[src/rtl/multicycle_alu.sv]
// multicycle_alu: execute-stage ALU behind a start/done handshake.
// Logic, arithmetic and compare ops finish in one cycle. Shifts move one bit
// per cycle through a working register, so no barrel shifter is needed.
module multicycle_alu #(
   parameter int unsigned WIDTH   = 32,
   parameter int unsigned SHAMT_W = 5
) (
   input  logic               clk,
   input  logic               rst,
   input  logic               start,
   input  logic [3:0]         alu_operation,
   input  logic [WIDTH-1:0]   operand_a,
   input  logic [WIDTH-1:0]   operand_b,
   output logic               busy,
   output logic               done,
   output logic [WIDTH-1:0]   result,
   output logic               zero
);

   typedef enum logic [1:0] {IDLE, SHIFT, DONE} state_t;

   typedef enum logic [3:0] {
      OP_ADD, OP_SUB, OP_AND, OP_OR, OP_XOR,
      OP_U_LOW_EQ, OP_S_LOW_EQ, OP_U_HIGH_EQ, OP_S_HIGH_EQ,
      OP_U_LOWER, OP_S_LOWER, OP_U_HIGHER, OP_S_HIGHER,
      OP_SLL, OP_SRL, OP_SRA
   } alu_op_t;

   typedef enum logic [1:0] {SH_LEFT, SH_RLOG, SH_RARI} shift_t;

   state_t               state_q, state_d;
   logic [SHAMT_W-1:0]   cnt_q, cnt_d;
   logic [WIDTH-1:0]     work_q, work_d;
   shift_t               kind_q, kind_d;
   logic                 fill_q, fill_d;
   logic [WIDTH-1:0]     result_q, result_d;
   logic                 zero_q, zero_d;

   logic [WIDTH-1:0]     alu_res;
   logic [WIDTH-1:0]     shifted;
   logic [SHAMT_W-1:0]   shamt;
   logic                 is_shift;
   logic                 cmp;

   assign shamt    = operand_b[SHAMT_W-1:0];
   assign is_shift = (alu_operation[3:2] == 2'b11) && (alu_operation[1:0] != 2'b00);

   // Single-cycle result from the live inputs (shift opcodes handled by the FSM)
   always_comb begin
      alu_res = '0;
      cmp     = 1'b0;
      case (alu_op_t'(alu_operation))
         OP_ADD:       alu_res = operand_a + operand_b;
         OP_SUB:       alu_res = operand_a - operand_b;
         OP_AND:       alu_res = operand_a & operand_b;
         OP_OR:        alu_res = operand_a | operand_b;
         OP_XOR:       alu_res = operand_a ^ operand_b;
         OP_U_LOW_EQ:  cmp = operand_a <= operand_b;
         OP_S_LOW_EQ:  cmp = $signed(operand_a) <= $signed(operand_b);
         OP_U_HIGH_EQ: cmp = operand_a >= operand_b;
         OP_S_HIGH_EQ: cmp = $signed(operand_a) >= $signed(operand_b);
         OP_U_LOWER:   cmp = operand_a < operand_b;
         OP_S_LOWER:   cmp = $signed(operand_a) < $signed(operand_b);
         OP_U_HIGHER:  cmp = operand_a > operand_b;
         OP_S_HIGHER:  cmp = $signed(operand_a) > $signed(operand_b);
         default:      alu_res = '0;
      endcase
      if (alu_operation >= 4'd5 && alu_operation <= 4'd12)
         alu_res = {{(WIDTH-1){1'b0}}, cmp};
   end

   // One-bit step of the working register; arithmetic fill uses the captured sign
   always_comb begin
      shifted = work_q;
      case (kind_q)
         SH_LEFT: shifted = {work_q[WIDTH-2:0], 1'b0};
         SH_RLOG: shifted = {1'b0, work_q[WIDTH-1:1]};
         SH_RARI: shifted = {fill_q, work_q[WIDTH-1:1]};
         default: shifted = work_q;
      endcase
   end

   // Next-state and datapath updates for IDLE/SHIFT/DONE
   always_comb begin
      state_d  = state_q;
      cnt_d    = cnt_q;
      work_d   = work_q;
      kind_d   = kind_q;
      fill_d   = fill_q;
      result_d = result_q;
      zero_d   = zero_q;
      case (state_q)
         IDLE: begin
            if (start) begin
               if (!is_shift) begin
                  result_d = alu_res;
                  zero_d   = (alu_res == '0);
                  state_d  = DONE;
               end else if (shamt == '0) begin
                  result_d = operand_a;
                  zero_d   = (operand_a == '0);
                  state_d  = DONE;
               end else begin
                  work_d  = operand_a;
                  cnt_d   = shamt;
                  fill_d  = operand_a[WIDTH-1];
                  kind_d  = (alu_operation[1:0] == 2'b01) ? SH_LEFT :
                            (alu_operation[1:0] == 2'b10) ? SH_RLOG : SH_RARI;
                  state_d = SHIFT;
               end
            end
         end
         SHIFT: begin
            work_d = shifted;
            cnt_d  = cnt_q - SHAMT_W'(1);
            if (cnt_q == SHAMT_W'(1)) begin
               result_d = shifted;
               zero_d   = (shifted == '0);
               state_d  = DONE;
            end
         end
         DONE:    state_d = IDLE;
         default: state_d = IDLE;
      endcase
   end

   // State and datapath registers with synchronous reset
   always_ff @(posedge clk) begin
      if (rst) begin
         state_q  <= IDLE;
         cnt_q    <= '0;
         work_q   <= '0;
         kind_q   <= SH_LEFT;
         fill_q   <= 1'b0;
         result_q <= '0;
         zero_q   <= 1'b1;
      end else begin
         state_q  <= state_d;
         cnt_q    <= cnt_d;
         work_q   <= work_d;
         kind_q   <= kind_d;
         fill_q   <= fill_d;
         result_q <= result_d;
         zero_q   <= zero_d;
      end
   end

   assign busy   = (state_q != IDLE);
   assign done   = (state_q == DONE);
   assign result = result_q;
   assign zero   = zero_q;

endmodule

[config.mk]
export PLATFORM = sky130hd
export DESIGN_NAME = multicycle_alu
export DESIGN_NICKNAME = d
export VERILOG_FILES = /design/src/rtl/multicycle_alu.sv
export SDC_FILE = /design/constraint.sdc
export NUM_CORES = 1
export LEC_CHECK = 0
export ABC_CLOCK_PERIOD_IN_PS = 7200
export BUFFER_PORTS_ARGS = -buffer_cell sky130_fd_sc_hd__buf_2
export CAP_MARGIN = 20
export CORE_AREA = 2 2 189 135
export CTS_CLUSTER_SIZE = 20
export DETAILED_ROUTE_END_ITERATION = 8
export DIE_AREA = 0 0 191 137
export GPL_ROUTABILITY_DRIVEN = 0
export SLEW_MARGIN = 20
export SYNTH_ARGS = -nofsm -noshare
export SYNTH_HDL_FRONTEND = slang
export SYNTH_SLANG_ARGS = --single-unit
[constraint.sdc]
create_clock -name clk -period 7.2 [get_ports clk]
set_input_delay 0.36 -clock clk [delete_from_list [all_inputs] [get_ports clk]]
set_output_delay 0.36 -clock clk [all_outputs]
set_load 0.01 [all_outputs]
==> impl_metrics.prom <==
# TYPE chip_impl_metric gauge
chip_impl_metric{name="fin_skew",unit="ns"} 0.00873
chip_impl_metric{name="initial_cell_density_of_the_core",unit="%"} 42.6
chip_impl_metric{name="cp_data_required_time",unit="ns"} 7.49
chip_impl_metric{name="powerDensity",unit="nW/um^2"} 151
chip_impl_metric{name="switching_share",unit="%"} 41.8
chip_impl_metric{name="port_buffers",unit=""} 105
chip_impl_metric{name="nets",unit=""} 1724
chip_impl_info{name="most_used_cells_in_the_layout_excluding_fill_and_tap_cells",value="sky130_fd_sc_hd__nand2_1 (162), sky130_fd_sc_hd__nor2_1 (159), sky130_fd_sc_hd__a21oi_1 (142), sky130_fd_sc_hd__buf_2 (105), sky130_fd_sc_hd__ha_1 (103)"} 1
chip_impl_metric{name="cts_post_setup_buffers_inserted",unit=""} 0
chip_impl_metric{name="avgSynthCellArea",unit="um^2"} 6.80
chip_impl_info{name="synth_top_flop_cell",value="sky130_fd_sc_hd__dfxtp_1"} 1
chip_impl_metric{name="postSynth.asyncResetShare",unit="%"} 0
chip_impl_metric{name="power.switching",unit="uW"} 717
chip_impl_metric{name="placed_cells",unit=""} 1862
chip_impl_metric{name="finalCritPeriodShare",unit="%"} 58.5
chip_impl_metric{name="fp.coreArea",unit="um^2"} 24300
chip_impl_metric{name="area.growth.synth_to_final",unit="%"} 9.42
chip_impl_metric{name="wl_met2",unit="mm"} 16.1
chip_impl_info{name="run_status",value="completed"} 1
chip_impl_metric{name="wire_per_inst",unit="um"} 23.3
chip_impl_metric{name="detail_route.wirelength",unit="mm"} 43.8
chip_impl_metric{name="clock.fmax",unit="MHz"} 237
chip_impl_metric{name="synth.ff_latch_count",unit=""} 75
chip_impl_metric{name="route.met3.wl",unit="mm"} 6.60
chip_impl_metric{name="initial_antenna_violation_count",unit=""} 0
chip_impl_metric{name="grt_pass1_wl",unit="mm"} 65.7
chip_impl_metric{name="num_antenna_cells",unit=""} 0
chip_impl_info{name="min_path_type",value="primary input to flop"} 1
chip_impl_metric{name="ff2ff_setup_slack",unit="ns"} 2.99
chip_impl_metric{name="synth.distinct_cells",unit=""} 93
chip_impl_metric{name="routed-via-count",unit=""} 12500
chip_impl_info{name="cts_tree",value="built"} 1
chip_impl_metric{name="detail_route.drc_violations",unit=""} 0
chip_impl_metric{name="boundaryPins",unit=""} 106
chip_impl_metric{name="cts_buffer_depth",unit=""} 2
chip_impl_metric{name="die_h",unit="um"} 137
chip_impl_metric{name="count_of_flip_flops_with_a_built_in_enable_after_synthesis",unit=""} 0
chip_impl_metric{name="gr_ovfl_total",unit=""} 0
chip_impl_info{name="crit-reg2reg-capture",value="zero$_SDFFE_PP1P_"} 1
chip_impl_metric{name="synth-seq-area-share",unit="%"} 14.5
chip_impl_info{name="timing.critical_path.to_type",value="flop"} 1
chip_impl_metric{name="layoutNonFillerInstCount",unit=""} 1878
chip_impl_info{name="crit_chain",value="nand2b_2, buf_4, a31oi_1, nor3_4, o31ai_1, a2111oi_0, nand4_1, nor4_1, nand3b_1, nor4_1, a31o_1"} 1
chip_impl_metric{name="power.share.sequential",unit="%"} 27.1
chip_impl_metric{name="ctsResizeCount",unit=""} 0
chip_impl_info{name="rsz0062_at_grt",value="no"} 1
chip_impl_metric{name="cts_inserted_buffers",unit=""} 9
chip_impl_metric{name="ff2ff_path_depth",unit=""} 11
chip_impl_metric{name="tns",unit="ns"} 0
chip_impl_metric{name="finalWorstPathRequiredPeriod",unit="ns"} 4.21
chip_impl_info{name="worst_setup_path_endpoint",value="zero$_SDFFE_PP1P_"} 1
chip_impl_metric{name="static-leakage-power",unit="uW"} 0.00463
chip_impl_info{name="worst_r2r_src",value="state_q[1]$_SDFFE_PP0P_"} 1
chip_impl_metric{name="first_global_vias",unit=""} 11000
chip_impl_metric{name="clkTransAtPathRegs",unit="ns"} 0.07
chip_impl_metric{name="crit_fanout",unit=""} 59
chip_impl_metric{name="power.combinational.fraction",unit="%"} 44.2
chip_impl_metric{name="cts_hold_buffers",unit=""} 0
chip_impl_metric{name="drive_gt1_share",unit="%"} 12.6
chip_impl_info{name="cp_slowest_cell",value="sky130_fd_sc_hd__a2111oi_0"} 1
chip_impl_metric{name="maxCapViolCount",unit=""} 0
chip_impl_metric{name="synth_area",unit="um^2"} 10400
chip_impl_info{name="path_delay_family",value="simple AND/OR/NAND/NOR gates"} 1
chip_impl_metric{name="count_of_yosys_warnings_during_synthesis",unit=""} 0
chip_impl_metric{name="maxSlewViolCount",unit=""} 0
chip_impl_info{name="worst-setup-path-type",value="flop to flop"} 1
chip_impl_metric{name="timing_worst_slew_pin_value",unit="ns"} 1.13
chip_impl_metric{name="cts.sinks",unit=""} 75
chip_impl_metric{name="synth_cells",unit=""} 1524
chip_impl_info{name="clock-root-buffer",value="sky130_fd_sc_hd__clkbuf_16"} 1
chip_impl_info{name="cpMostUsedCell",value="sky130_fd_sc_hd__nor4_1"} 1
chip_impl_metric{name="max_stage_delay",unit="ns"} 0.67
chip_impl_info{name="highest_routing_layer_actually_used",value="met4"} 1
chip_impl_info{name="mostFrequentLayoutCell",value="sky130_fd_sc_hd__nand2_1"} 1
chip_impl_metric{name="cp_num_buf_inv",unit=""} 1
chip_impl_info{name="start_kind",value="flop"} 1
chip_impl_metric{name="clock_latency",unit="ns"} 0.35
chip_impl_metric{name="grt_start_max_net_pins",unit=""} 77
chip_impl_metric{name="antenna_left",unit=""} 0
chip_impl_metric{name="core.rowCount",unit=""} 48
chip_impl_metric{name="setup_viol",unit=""} 0
chip_impl_metric{name="clkPwrFrac",unit="%"} 28.7
chip_impl_metric{name="critPathArrivalTime",unit="ns"} 4.51
chip_impl_metric{name="timing.max_slew.rel_slack",unit="%"} 24.0
chip_impl_metric{name="route.detailed.vias_per_inst",unit=""} 6.63
chip_impl_metric{name="max-vdd-ir-drop",unit="V"} 0.000119
chip_impl_metric{name="grt_usage",unit="%"} 32.8
chip_impl_metric{name="worst-path-stages",unit=""} 11
chip_impl_metric{name="synth_fp_nets",unit=""} 1700
chip_impl_metric{name="dp_hpwl",unit="mm"} 33.1
chip_impl_metric{name="die_x",unit="um"} 191
chip_impl_metric{name="htree_num_levels",unit=""} 3
chip_impl_metric{name="drt-met1-wl",unit="mm"} 19.6
chip_impl_metric{name="finalHoldViolations",unit=""} 0
chip_impl_metric{name="die_area",unit="um^2"} 26200
chip_impl_metric{name="drt_first_iter_violations",unit=""} 1996
chip_impl_metric{name="detailedRoute.firstPassIterationCount",unit=""} 6
chip_impl_metric{name="p_int",unit="uW"} 998
chip_impl_info{name="worst_setup_path_startpoint",value="state_q[1]$_SDFFE_PP0P_"} 1
[stage by stage]
step / power [uW] / cell area [um^2] / setup WS [ns] / utilization, % / hold slack, ns
final: 1720 / 11300 / 2.99 / 46.6 / 0.333
after CTS: 1680 / 11300 / 3.21 / 46.6 / 0.327
after detailed placement: 1190 / 11000 / 2.97 / 45.3 / 0.445
after global placement: 1190 / 11000 / 2.96 / 45.3 / 0.443
after global routing: 1790 / 11300 / 2.92 / 46.6 / 0.360
after floorplan: 962 / 10400 / 3.88 / - / 0.434
[cells by family (layout without fill, tap and decap cells)]
group,count (synthesis),count (layout),share of synthesized area (%)
AOI/OAI and AO/OA,562,562,37.6
xor gates and xnor gates,12,12,1.01
adders and majority gates,105,105,12.8
buffers and inverters,210,239,7.96
DFF,75,75,14.5
muxes,11,11,1.16
and+or+nand+nor,549,549,25.0
[layer usage]
| metal | vias to the layer above | track usage [%] |
|---|---|---|
| li1 | 5669 | - |
| met1 | 5787 | 48.6 |
| met2 | 894 | 42.8 |
| met3 | 110 | 11.2 |
| met4 | 0 | 10.6 |
| met5 | - | 0 |
[power by group through the flow]
stage / Combinational (uW) / Sequential (uW) / Clock (uW)
6_report: 759 / 465 / 492
5_1_grt: 811 / 467 / 511
4_1_cts: 725 / 464 / 494
3_5_place_dp: 721 / 473 / 0
3_3_place_gp: 718 / 473 / 0
2_1_floorplan: 491 / 471 / 0
[worst min path at each step]
| stage | start | to | slack [ns] | cells after the start |
|---|---|---|---|---|
| 6_report | operand_b[3] | cnt_q[3]$_SDFFE_PP0P_ | 0.33 | 3 |
| 5_1_grt | operand_a[11] | work_q[11]$_SDFFE_PP0P_ | 0.36 | 3 |
| 4_1_cts | operand_b[3] | cnt_q[3]$_SDFFE_PP0P_ | 0.33 | 3 |
| 3_5_place_dp | result[26]$_SDFFE_PP0P_ | result[26]$_SDFFE_PP0P_ | 0.45 | 2 |
| 3_3_place_gp | result[26]$_SDFFE_PP0P_ | result[26]$_SDFFE_PP0P_ | 0.44 | 2 |
| 2_1_floorplan | fill_q$_SDFFE_PP0P_ | fill_q$_SDFFE_PP0P_ | 0.43 | 2 |
[worst reg2reg max path: cells and delay by family (launching register included)]
kind / cells / cell delay (ns)
AOI/OAI and AO/OA: 4 / 1.22
buffers and inverters: 1 / 0.54
DFF: 1 / 0.57
and+or+nand+nor: 6 / 1.84
[Yosys cell counts (8+ instances only)]
| master | count | area share (%) |
|---|---|---|
| sky130_fd_sc_hd__inv_1 | 92 | 3.3 |
| sky130_fd_sc_hd__or2_2 | 9 | 0.54 |
| sky130_fd_sc_hd__nand2_1 | 162 | 5.9 |
| sky130_fd_sc_hd__ha_1 | 103 | 12 |
| sky130_fd_sc_hd__o221ai_1 | 11 | 0.93 |
| sky130_fd_sc_hd__nand3_1 | 31 | 1.5 |
| sky130_fd_sc_hd__clkbuf_1 | 82 | 3.0 |
| sky130_fd_sc_hd__a211o_1 | 8 | 0.68 |
| sky130_fd_sc_hd__a21o_1 | 17 | 1.2 |
| sky130_fd_sc_hd__o31ai_1 | 20 | 1.4 |
| sky130_fd_sc_hd__o22a_1 | 13 | 1.1 |
| sky130_fd_sc_hd__nor2b_1 | 17 | 1.0 |
| sky130_fd_sc_hd__nor2_1 | 160 | 5.8 |
| sky130_fd_sc_hd__o2111ai_1 | 9 | 0.76 |
| sky130_fd_sc_hd__a22oi_1 | 8 | 0.58 |
| sky130_fd_sc_hd__o211ai_1 | 17 | 1.2 |
| sky130_fd_sc_hd__a211oi_1 | 33 | 2.4 |
| sky130_fd_sc_hd__nor3_1 | 46 | 2.2 |
| sky130_fd_sc_hd__nor4_1 | 28 | 1.7 |
| sky130_fd_sc_hd__and3_1 | 15 | 0.91 |
| sky130_fd_sc_hd__buf_1 | 8 | 0.29 |
| sky130_fd_sc_hd__a21oi_1 | 142 | 6.9 |
| sky130_fd_sc_hd__xnor2_1 | 12 | 1.0 |
| sky130_fd_sc_hd__o21a_1 | 15 | 1.1 |
| sky130_fd_sc_hd__dfxtp_1 | 75 | 14 |
| sky130_fd_sc_hd__nand2b_1 | 28 | 1.7 |
| sky130_fd_sc_hd__o22ai_1 | 20 | 1.2 |
| sky130_fd_sc_hd__buf_2 | 17 | 0.82 |
| sky130_fd_sc_hd__a221oi_1 | 14 | 1.2 |
| sky130_fd_sc_hd__nand4_1 | 15 | 0.91 |
| sky130_fd_sc_hd__o21ai_0 | 80 | 3.9 |
| sky130_fd_sc_hd__o21ai_1 | 14 | 0.68 |
| sky130_fd_sc_hd__a311oi_1 | 27 | 2.3 |
| sky130_fd_sc_hd__a31oi_1 | 26 | 1.6 |
[sequential cells by signal, indices dropped and copies added (netlist names)]
signal / flops
result: 32
work_q: 32
cnt_q: 5
kind_q: 2
state_q: 2
fill_q: 1
zero: 1
[final cells by class]
type | count | area (um^2)
Sequential cell | 75 | 1500
Fill cell | 2548 | 13000
Multi-Input combinational cell | 1239 | 8080
Clock inverter | 6 | 90.1
Tap cell | 325 | 407
Clock buffer | 10 | 229
Inverter | 101 | 379
Timing Repair Buffer | 122 | 653
(Power assumes the default switching activity.)
